$ cat config.mk
export PLATFORM = sky130hd
export DESIGN_NAME = fifo_tx_serializer_flat
export DESIGN_NICKNAME = d
export VERILOG_FILES = /design/src/rtl/fifo_tx_serializer_pkg.sv /design/src/rtl/fifo_tx_serializer_if.sv /design/src/rtl/fifo_tx_serializer_baud_tick_gen.sv /design/src/rtl/fifo_tx_serializer.sv /design/src/flat_wrapper.sv
export SDC_FILE = /design/constraint.sdc
export NUM_CORES = 1
export LEC_CHECK = 0
export ABC_AREA = 0
export CAP_MARGIN = 20
export CORE_MARGIN = 2
export CORE_UTILIZATION = 50
export DETAILED_ROUTE_END_ITERATION = 7
export GPL_TIMING_DRIVEN = 0
export PLACE_DENSITY = 0.74
export SLEW_MARGIN = 20
export SYNTH_ARGS = -nofsm -noshare
export SYNTH_HDL_FRONTEND = slang
export SYNTH_SLANG_ARGS = --single-unit
export TNS_END_PERCENT = 20
$ cat constraint.sdc
create_clock -name CLK -period 1.83 [get_ports CLK]
set_input_delay 0.2745 -clock CLK [delete_from_list [all_inputs] [get_ports CLK]]
set_output_delay 0.2745 -clock CLK [all_outputs]
set_load 0.01 [all_outputs]
$ cat src/rtl/fifo_tx_serializer_pkg.sv
// Shared state type, default line level and width helper for the FIFO-to-serial transmitter.
// The PARITY state is only reachable when FIFO_TX_PARITY_EN is defined.
package fifo_tx_pkg;

    typedef enum logic [2:0] {
        IDLE,
        REQ,
        LOAD,
        START,
        DATA,
        PARITY,
        STOP
    } tx_state_t;

    localparam logic DEFAULT_IDLE_LEVEL = 1'b1;

    // Equals $clog2(n)+1, so a count of 1 still yields a one-bit counter.
    function automatic int cnt_width(input int n);
        int w;
        w = 0;
        while ((1 << w) < n) w++;
        return w + 1;
    endfunction

endpackage

$ cat src/rtl/fifo_tx_serializer_if.sv
// FIFO read side and serial output side of the transmitter, bundled for port connection.
// Unaffected by FIFO_TX_PARITY_EN.
interface fifo_tx_serializer_if #(
    parameter int WL = 3
) ();
    logic          en;
    logic          empty;
    logic          rReq;
    logic [WL-1:0] din;
    logic          sOut;
    logic          busy;
    logic          done;

    modport slave (
        input  en, empty, din,
        output rReq, sOut, busy, done
    );

    modport master (
        output en, empty, din,
        input  rReq, sOut, busy, done
    );
endinterface

$ cat src/rtl/fifo_tx_serializer_baud_tick_gen.sv
// Bit-period counter: o_tick is high in the last clock of every CLKS_PER_BIT-cycle period.
// Unaffected by FIFO_TX_PARITY_EN.
module baud_tick_gen
    import fifo_tx_pkg::*;
#(
    parameter int CLKS_PER_BIT = 4
) (
    input  logic CLK,
    input  logic RST,
    input  logic i_restart,
    output logic o_tick,
    output logic o_tick_next
);
    localparam int            CW   = cnt_width(CLKS_PER_BIT);
    localparam logic [CW-1:0] LAST = CW'(CLKS_PER_BIT - 1);

    logic [CW-1:0] r_cnt;
    logic [CW-1:0] w_cnt_next;

    always_comb begin
        w_cnt_next = r_cnt + 1'b1;
        if (i_restart || (r_cnt == LAST)) w_cnt_next = '0;
    end

    always_ff @(posedge CLK) begin
        if (!RST) r_cnt <= '0;
        else      r_cnt <= w_cnt_next;
    end

    // The look-ahead tick lets the parent register its done pulse.
    assign o_tick      = (r_cnt == LAST);
    assign o_tick_next = (w_cnt_next == LAST);
endmodule

$ cat src/rtl/fifo_tx_serializer.sv
// Pops words from a synchronous FIFO and sends each as start, WL data bits LSB-first, stop.
// Define FIFO_TX_PARITY_EN to insert an even-parity bit between the data and stop bits.
module fifo_tx_serializer
    import fifo_tx_pkg::*;
#(
    parameter int   WL           = 3,
    parameter int   CLKS_PER_BIT = 4,
    parameter logic IDLE_LEVEL   = DEFAULT_IDLE_LEVEL
) (
    input logic                 CLK,
    input logic                 RST,
    fifo_tx_serializer_if.slave bus
);
    localparam int            BW       = cnt_width(WL);
    localparam logic [BW-1:0] LAST_BIT = BW'(WL - 1);

    tx_state_t     r_state, w_state_next;
    logic [WL-1:0] r_shreg, w_shreg_next;
    logic [BW-1:0] r_bitcnt, w_bitcnt_next;
    logic          r_sout, w_sout_next;
    logic          r_busy, r_done;
    logic          w_tick, w_tick_next, w_restart, w_rreq;
`ifdef FIFO_TX_PARITY_EN
    logic          r_parity;
`endif

    baud_tick_gen #(.CLKS_PER_BIT(CLKS_PER_BIT)) u_baud (
        .CLK         (CLK),
        .RST         (RST),
        .i_restart   (w_restart),
        .o_tick      (w_tick),
        .o_tick_next (w_tick_next)
    );

    always_comb begin
        w_state_next  = r_state;
        w_shreg_next  = r_shreg;
        w_bitcnt_next = r_bitcnt;
        w_restart     = 1'b0;
        w_rreq        = 1'b0;
        case (r_state)
            IDLE: if (bus.en && !bus.empty) w_state_next = REQ;
            // Re-checking empty here guarantees the FIFO is never read while empty.
            REQ: begin
                w_rreq       = !bus.empty;
                w_state_next = bus.empty ? IDLE : LOAD;
            end
            LOAD: begin
                w_shreg_next  = bus.din;
                w_bitcnt_next = '0;
                w_restart     = 1'b1;
                w_state_next  = START;
            end
            START: if (w_tick) w_state_next = DATA;
            DATA: if (w_tick) begin
                w_shreg_next  = r_shreg >> 1;
                w_bitcnt_next = r_bitcnt + 1'b1;
                if (r_bitcnt == LAST_BIT) begin
`ifdef FIFO_TX_PARITY_EN
                    w_state_next = PARITY;
`else
                    w_state_next = STOP;
`endif
                end
            end
`ifdef FIFO_TX_PARITY_EN
            PARITY: if (w_tick) w_state_next = STOP;
`endif
            STOP: if (w_tick) w_state_next = (bus.en && !bus.empty) ? REQ : IDLE;
            default: w_state_next = IDLE;
        endcase
    end

    // Line level is decided from the next state so the pin comes straight off a flop.
    always_comb begin
        w_sout_next = IDLE_LEVEL;
        case (w_state_next)
            START:  w_sout_next = ~IDLE_LEVEL;
            DATA:   w_sout_next = w_shreg_next[0];
`ifdef FIFO_TX_PARITY_EN
            PARITY: w_sout_next = r_parity;
`endif
            default: w_sout_next = IDLE_LEVEL;
        endcase
    end

    always_ff @(posedge CLK) begin
        if (!RST) begin
            r_state  <= IDLE;
            r_shreg  <= '0;
            r_bitcnt <= '0;
            r_sout   <= IDLE_LEVEL;
            r_busy   <= 1'b0;
            r_done   <= 1'b0;
        end else begin
            r_state  <= w_state_next;
            r_shreg  <= w_shreg_next;
            r_bitcnt <= w_bitcnt_next;
            r_sout   <= w_sout_next;
            r_busy   <= (w_state_next != IDLE);
            r_done   <= (w_state_next == STOP) && w_tick_next;
        end
    end

`ifdef FIFO_TX_PARITY_EN
    always_ff @(posedge CLK) begin
        if (!RST)                 r_parity <= 1'b0;
        else if (r_state == LOAD) r_parity <= ^bus.din;
    end
`endif

    assign bus.rReq = w_rreq;
    assign bus.sOut = r_sout;
    assign bus.busy = r_busy;
    assign bus.done = r_done;
endmodule

$ cat src/flat_wrapper.sv
// flat-port wrapper written by rule: the top's interface ports become plain ports
module fifo_tx_serializer_flat import fifo_tx_pkg::*;
#(
    parameter int   WL           = 3,
    parameter int   CLKS_PER_BIT = 4,
    parameter logic IDLE_LEVEL   = DEFAULT_IDLE_LEVEL
)
  (CLK, RST, bus_en, bus_empty, bus_din, bus_rReq, bus_sOut, bus_busy, bus_done);
  fifo_tx_serializer_if #(.WL(WL)) bus_i ();
  input logic CLK;
  input logic RST;
  input wire logic [$bits(bus_i.en)-1:0] bus_en;
  input wire logic [$bits(bus_i.empty)-1:0] bus_empty;
  input wire logic [$bits(bus_i.din)-1:0] bus_din;
  output wire logic [$bits(bus_i.rReq)-1:0] bus_rReq;
  output wire logic [$bits(bus_i.sOut)-1:0] bus_sOut;
  output wire logic [$bits(bus_i.busy)-1:0] bus_busy;
  output wire logic [$bits(bus_i.done)-1:0] bus_done;
  assign bus_i.en = bus_en;
  assign bus_i.empty = bus_empty;
  assign bus_i.din = bus_din;
  assign bus_rReq = bus_i.rReq;
  assign bus_sOut = bus_i.sOut;
  assign bus_busy = bus_i.busy;
  assign bus_done = bus_i.done;
  fifo_tx_serializer #(.WL(WL), .CLKS_PER_BIT(CLKS_PER_BIT), .IDLE_LEVEL(IDLE_LEVEL)) u_core (.CLK(CLK), .RST(RST), .bus(bus_i));
endmodule
==> run metrics, run 1 <==
Netlist cell types 33; clock buffer depth 2; max-cap viol count 0; initial antenna violation count 0; # rows 14; Worst EP arrival 1.82 ns; clock sinks 15; Reg clk slew, reported paths 0.08 ns; # placed instances approximately 110; max incr delay on CP 0.33 ns; xor/xnor cell area share of the yosys netlist 0.0114; combinational family with the most area after synthesis simple AND/OR/NAND/NOR gates; Seq cells post-synth 15; worst path cell trace ha_1, ha_1, and4bb_4, a22o_4, a21oi_2, a31oi_1; Crit. End Element register; I/O Pins 11; synth-to-layout area growth 19.5%; worst path required time between 1.5 and 2 ns; net count after synthesis 93; gpl congestion 0.728; WL final 1.31 mm; Peak supply drop 436 uV; Syn Area/Cell 9.48 um2; area of the mapped netlist 768 um2; remaining global-route overflow 0; vias in the first global route around 530; combinational share of power 0.147; Pwr Total 0.000626 W; Filler cells 142; post-synthesis sequential area ratio 0.391; FMAX approximately 600 MHz; Reg2Reg Setup Slack 0.17 ns; CP startpoint kind register; switching power 0.000152 W; DRT Pass-1 Iters 4; Pleak 0.356 nW; critical path fanouts, max 7; GRT Overall Usage 0.161; CTS buffer count 3; Synth Area in Adders 0.0814; Power Internal 0.000474 W; first-pass GRT wire length between 2 and 2.5 mm; Post-Route Skew 0.000728 ns; Starting DRT DRC Count 4; pwr dens 681 nW/um2; vias per cell around 5.5; Hold Crit Class register to register; Max transition margin 0.687; post-synthesis compound-gate area fraction 0.161; drc violations 0; Hold Path Depth 1; Primary FF master, synth dfxtp_1; Hold Crit Start u_core.u_baud.r_cnt[0]; Async S/R FF share, synth 0; power share of the clock group 0.297; cell taking the most area after synthesis dfxtp_1; CTS tree built; hold_ws 0.441 ns; period utilization 0.909; status completed; slowest CP cell dfxtp_1; via count roughly 610; FF-to-FF Start u_core.u_baud.r_cnt[0]; Slew @ Worst Pin ~0.47 ns; top-count cell post-synth dfxtp_1; Detail Placement HPWL 985 um; Ys Warns 0; Crit Path Class register to register; largest net degree at the start of global routing 11; switching share of power 0.243; Clock Tree Root clkbuf_4; Buf/Inv on CP 0; reg2reg end u_core.bus.sOut; final setup TNS 0 ns; core footprint 1470 um2; DR WL/cell 11.8 um; Ant. Diodes 0; Horiz. Die Dim 43.2 um; Reg area ~300 um2; RSZ-0062 raised after global routing false; Routed Antenna Nets 0; Slew Limit Fails 0; most frequent CP cell ha_1; worst reg-to-reg path cell count 6; die area 1870 um2; multiplexer share of the synthesized area 0; share of power burned in registers 0.555; H-tree depth 1; Synth Area in Simple Gates 0.287; clock period minus worst slack 1.66 ns; Worst Hold End u_core.u_baud.r_cnt[0]; later-pin clock latency in the skew report 0.28 ns; layout cells sized above 1 0.168; area of the multi-input gates 420 um2; IO Port Bufs 10; CP top delay family adder cells; Die H 43.2 um; Final Hold Fails 0; Post-synth top cells dfxtp_1 (15), nor2_1 (9), a21oi_1 (7), ha_1 (5), nor3_1 (5); post-synth top area share 0.391; final net count between 100 and 150; Post-Layout Cell Count 111; synth top area cells dfxtp_1 (39%), ha_1 (8.1%), a21oi_1 (4.6%); count of final setup violators 0; Initial Util 0.522; Post-Syn Instances 81; EDFF count, synth 0
-- metal layers --
metal / global-route usage / routed length (um) / vias to the layer above
met2: 0.251 / 626 / 19
li1: - / - / 313
met4: 0.109 / 36 / 0
met1: 0.197 / 578 / 270
met5: 0 / 0 / -
met3: 0.0298 / 65 / 5
-- sequential cells by signal, indices dropped and copies added, names as in the netlist --
| signal | count |
|---|---|
| u_core.bus.busy | 1 |
| u_core.bus.done | 1 |
| u_core.bus.sOut | 1 |
| u_core.r_bitcnt | 3 |
| u_core.r_shreg | 3 |
| u_core.r_state | 3 |
| u_core.u_baud.r_cnt | 3 |
-- layout make-up --
cell class	instances	share of cell area
Inverter	4	0.0163
Sequential cell	15	0.327
Multi-Input combinational cell	58	0.458
Timing Repair Buffer	10	0.108
Buffer	4	0.0409
Clock buffer	4	0.0286
Tap cell	16	0.0218
-- kinds of logic after synthesis --
kind of cell    count (synthesis)
compound gates                 17
simple gates                   35
fa+ha+maj                       5
buf+inv                         8
xor+xnor                        1
flops                          15
-- stage by stage --
| stage | utilization | instance area [um2] | setup WS, ns |
|---|---|---|---|
| floorplan | - | 768 | 0.294 |
| global placement | 0.604 | 888 | -0.101 |
| detailed placement | 0.604 | 888 | -0.139 |
| CTS | 0.624 | 918 | 0.171 |
| global route | 0.624 | 918 | 0.0311 |
| finish | 0.624 | 918 | 0.166 |
-- what timing repair did --
| item | in CTS | in global routing |
|---|---|---|
| gates resized for setup | 2 | 0 |
| hold buffers | 0 | 0 |
| setup endpoints to repair | 1 | 0 |
| buffers inserted | 0 | 0 |
-- power by group through the flow --
stage | clock (W) | sequential, W | combinational (W)
2_1_floorplan | 0 | 0.000355 | 0.0000590
3_3_place_gp | 0 | 0.000354 | 0.0000914
3_5_place_dp | 0 | 0.000355 | 0.0000919
4_1_cts | 0.000193 | 0.000347 | 0.0000926
5_1_grt | 0.000207 | 0.000350 | 0.000103
6_report | 0.000186 | 0.000347 | 0.0000922
-- cells in the final DEF (no fill, tap or decap), types with 2 or more instances in the layout --
master            n
inv_1             4
clkbuf_4          3
nor2b_1           2
nor3_1            5
nor2_1            9
nand2_1           3
a21oi_1           7
buf_6             3
ha_1              5
dfxtp_1          15
and2_1            3
clkdlybuf4s50_1   9
clkbuf_1          2
a22oi_1           2
-- worst max path at each step --
stage	startpoint	endpoint	slack [ns]	cells past startpoint
final	u_core.u_baud.r_cnt[0]	u_core.bus.sOut	0.17	6
after global placement	bus_empty	bus_rReq	-0.10	4
after CTS	u_core.u_baud.r_cnt[0]	u_core.bus.sOut	0.17	6
after global routing	u_core.u_baud.r_cnt[0]	u_core.bus.sOut	0.03	6
after detailed placement	bus_empty	bus_rReq	-0.14	4
after floorplan	u_core.u_baud.r_cnt[0]	u_core.bus.sOut	0.29	6
Note: power is estimated with default switching activity, not from simulation.
==> inputs of run 2 (changes only) <==
ABC_AREA = not set   (was 0)
==> results of run 2 <==
No change in the layout: final DEF, timing and power equal those of run 1.
==> inputs of run 3 (changes only) <==
RECOVER_POWER = 100   (was not set)
SLEW_MARGIN = 30   (was 20)
==> run 3 against run 2 <==
Net effect: global-route usage did not move; register-to-register slack barely moved; maximum frequency fell by 0.20%; via count fell by 0.66%; utilization fell by 0.26 points; critical path depth did not move; highest routed layer unchanged.
==> run metrics, run 3 (synthesis gave the netlist of run 1 again) <==
DR WL/cell between 10 and 15 um; Max transition margin 0.682; power share of the clock group 0.297; Worst EP arrival ~1.8 ns; pre-CTS WS -0.139 ns; share of power burned in registers 0.557; Initial Util 0.522; later-pin clock latency in the skew report 0.28 ns; combinational share of power 0.145; most frequent cells in the layout dfxtp_1 (15), nor2_1 (9), a21oi_1 (7), clkdlybuf4s50_1 (6); clock buffer depth 2; Final Hold Fails 0; Reg area 300 um2; Peak supply drop 432 uV; gpl congestion about 0.73; CTS tree built; hold_buf cts 0; status completed; # rows 14; FMAX 600 MHz; layout cells sized above 1 0.168; placed cell area 888 um2; Power Internal 0.000472 W; Detail Placement HPWL 985 um; Crit Path Class register to register; switching power ~0.00015 W; Final Cell Area about 900 um2; via count roughly 600; I/O Pins 11; Ant. Diodes 0; switching share of power 0.243; Starting DRT DRC Count 4; WL final 1.32 mm; Filler cells 141; period utilization 0.911; Clock Tree Root clkbuf_4; Hold Crit Class register to register; post-route setup slack 0.162 ns; Routed Antenna Nets 0; GRT Overall Usage 0.161; max-cap viol count 0; largest net degree at the start of global routing 11; Slew Limit Fails 0; most common cell after layout, fill and taps aside dfxtp_1; pwr dens 681 nW/um2; synth-to-layout area growth 19.1%; core footprint 1470 um2; final net count approximately 110; Crit. End Element register; RSZ-0062 raised after global routing false; count of final setup violators 0; critical path fanouts, max 7; vias per cell 5.43; first-pass GRT wire length 2.20 mm; H-tree depth 1; clock sinks 15; Reg clk slew, reported paths 0.08 ns; die area ~1900 um2; area of the multi-input gates 420 um2; vias in the first global route between 500 and 600; Slew @ Worst Pin roughly 0.48 ns; worst path required time 1.98 ns; initial antenna violation count 0; CP startpoint kind register; IO Port Bufs 10; clock period minus worst slack 1.67 ns; drc violations 0; DRT Pass-1 Iters 4; remaining global-route overflow 0; Die H 43.2 um; Post-Route Skew 0.000383 ns; Pleak ~0.36 nW; Horiz. Die Dim around 43 um; CTS buffer count 3; final setup TNS 0 ns
[run 3: cell type report]
type / count / share of cell area
well taps: 16 / 0.0219
clock buffers: 4 / 0.0287
repair buffers: 10 / 0.108
plain buffers: 4 / 0.0369
flip-flops and latches: 15 / 0.328
inverters: 4 / 0.0164
multi-input cells: 58 / 0.460
[run 3: path summary, 6_finish.rpt]
path | startpoint | to | slack (ns) | cells past startpoint
min | u_core.u_baud.r_cnt[0] | u_core.u_baud.r_cnt[0] | 0.44 | 1
max | u_core.u_baud.r_cnt[0] | u_core.bus.sOut | 0.16 | 6
min reg2reg | u_core.u_baud.r_cnt[0] | u_core.u_baud.r_cnt[0] | 0.44 | 1
max reg2reg | u_core.u_baud.r_cnt[0] | u_core.bus.sOut | 0.16 | 6
[run 3: repair_timing]
item                       CTS  global route
buffers inserted             0             0
resized for setup            2             0
setup endpoints to repair    1             0
[run 3: power groups by stage]
| stage | Combinational (W) | Sequential [W] | Clock [W] |
|---|---|---|---|
| after floorplan | 0.0000590 | 0.000355 | 0 |
| after global placement | 0.0000914 | 0.000354 | 0 |
| after detailed placement | 0.0000919 | 0.000355 | 0 |
| after CTS | 0.0000926 | 0.000347 | 0.000193 |
| after global routing | 0.000101 | 0.000349 | 0.000207 |
| final | 0.0000906 | 0.000347 | 0.000185 |
[run 3: through the flow]
stage / utilization / total power (W) / hold slack [ns] / instances
after global placement: 0.604 / 0.000446 / 0.427 / 107
final: 0.622 / 0.000623 / 0.441 / 111
after floorplan: - / 0.000414 / 0.396 / 81
after CTS: 0.624 / 0.000633 / 0.441 / 111
after detailed placement: 0.604 / 0.000447 / 0.429 / 107
after global routing: 0.622 / 0.000658 / 0.504 / 111
[run 3: per-layer routing]
layer | up-vias | wire length, um | track usage
met5 | - | 0 | 0
met4 | 0 | 31 | 0.109
met3 | 4 | 60 | 0.0298
met2 | 18 | 628 | 0.251
met1 | 268 | 596 | 0.197
li1 | 313 | - | -
[run 3: worst max-delay path: stages (launching register included)]
cell,delay (ns)
dfxtp_1,0.33
ha_1,0.22
ha_1,0.26
and2_0,0.20
o22ai_1,0.24
and3_1,0.21
a31oi_1,0.08
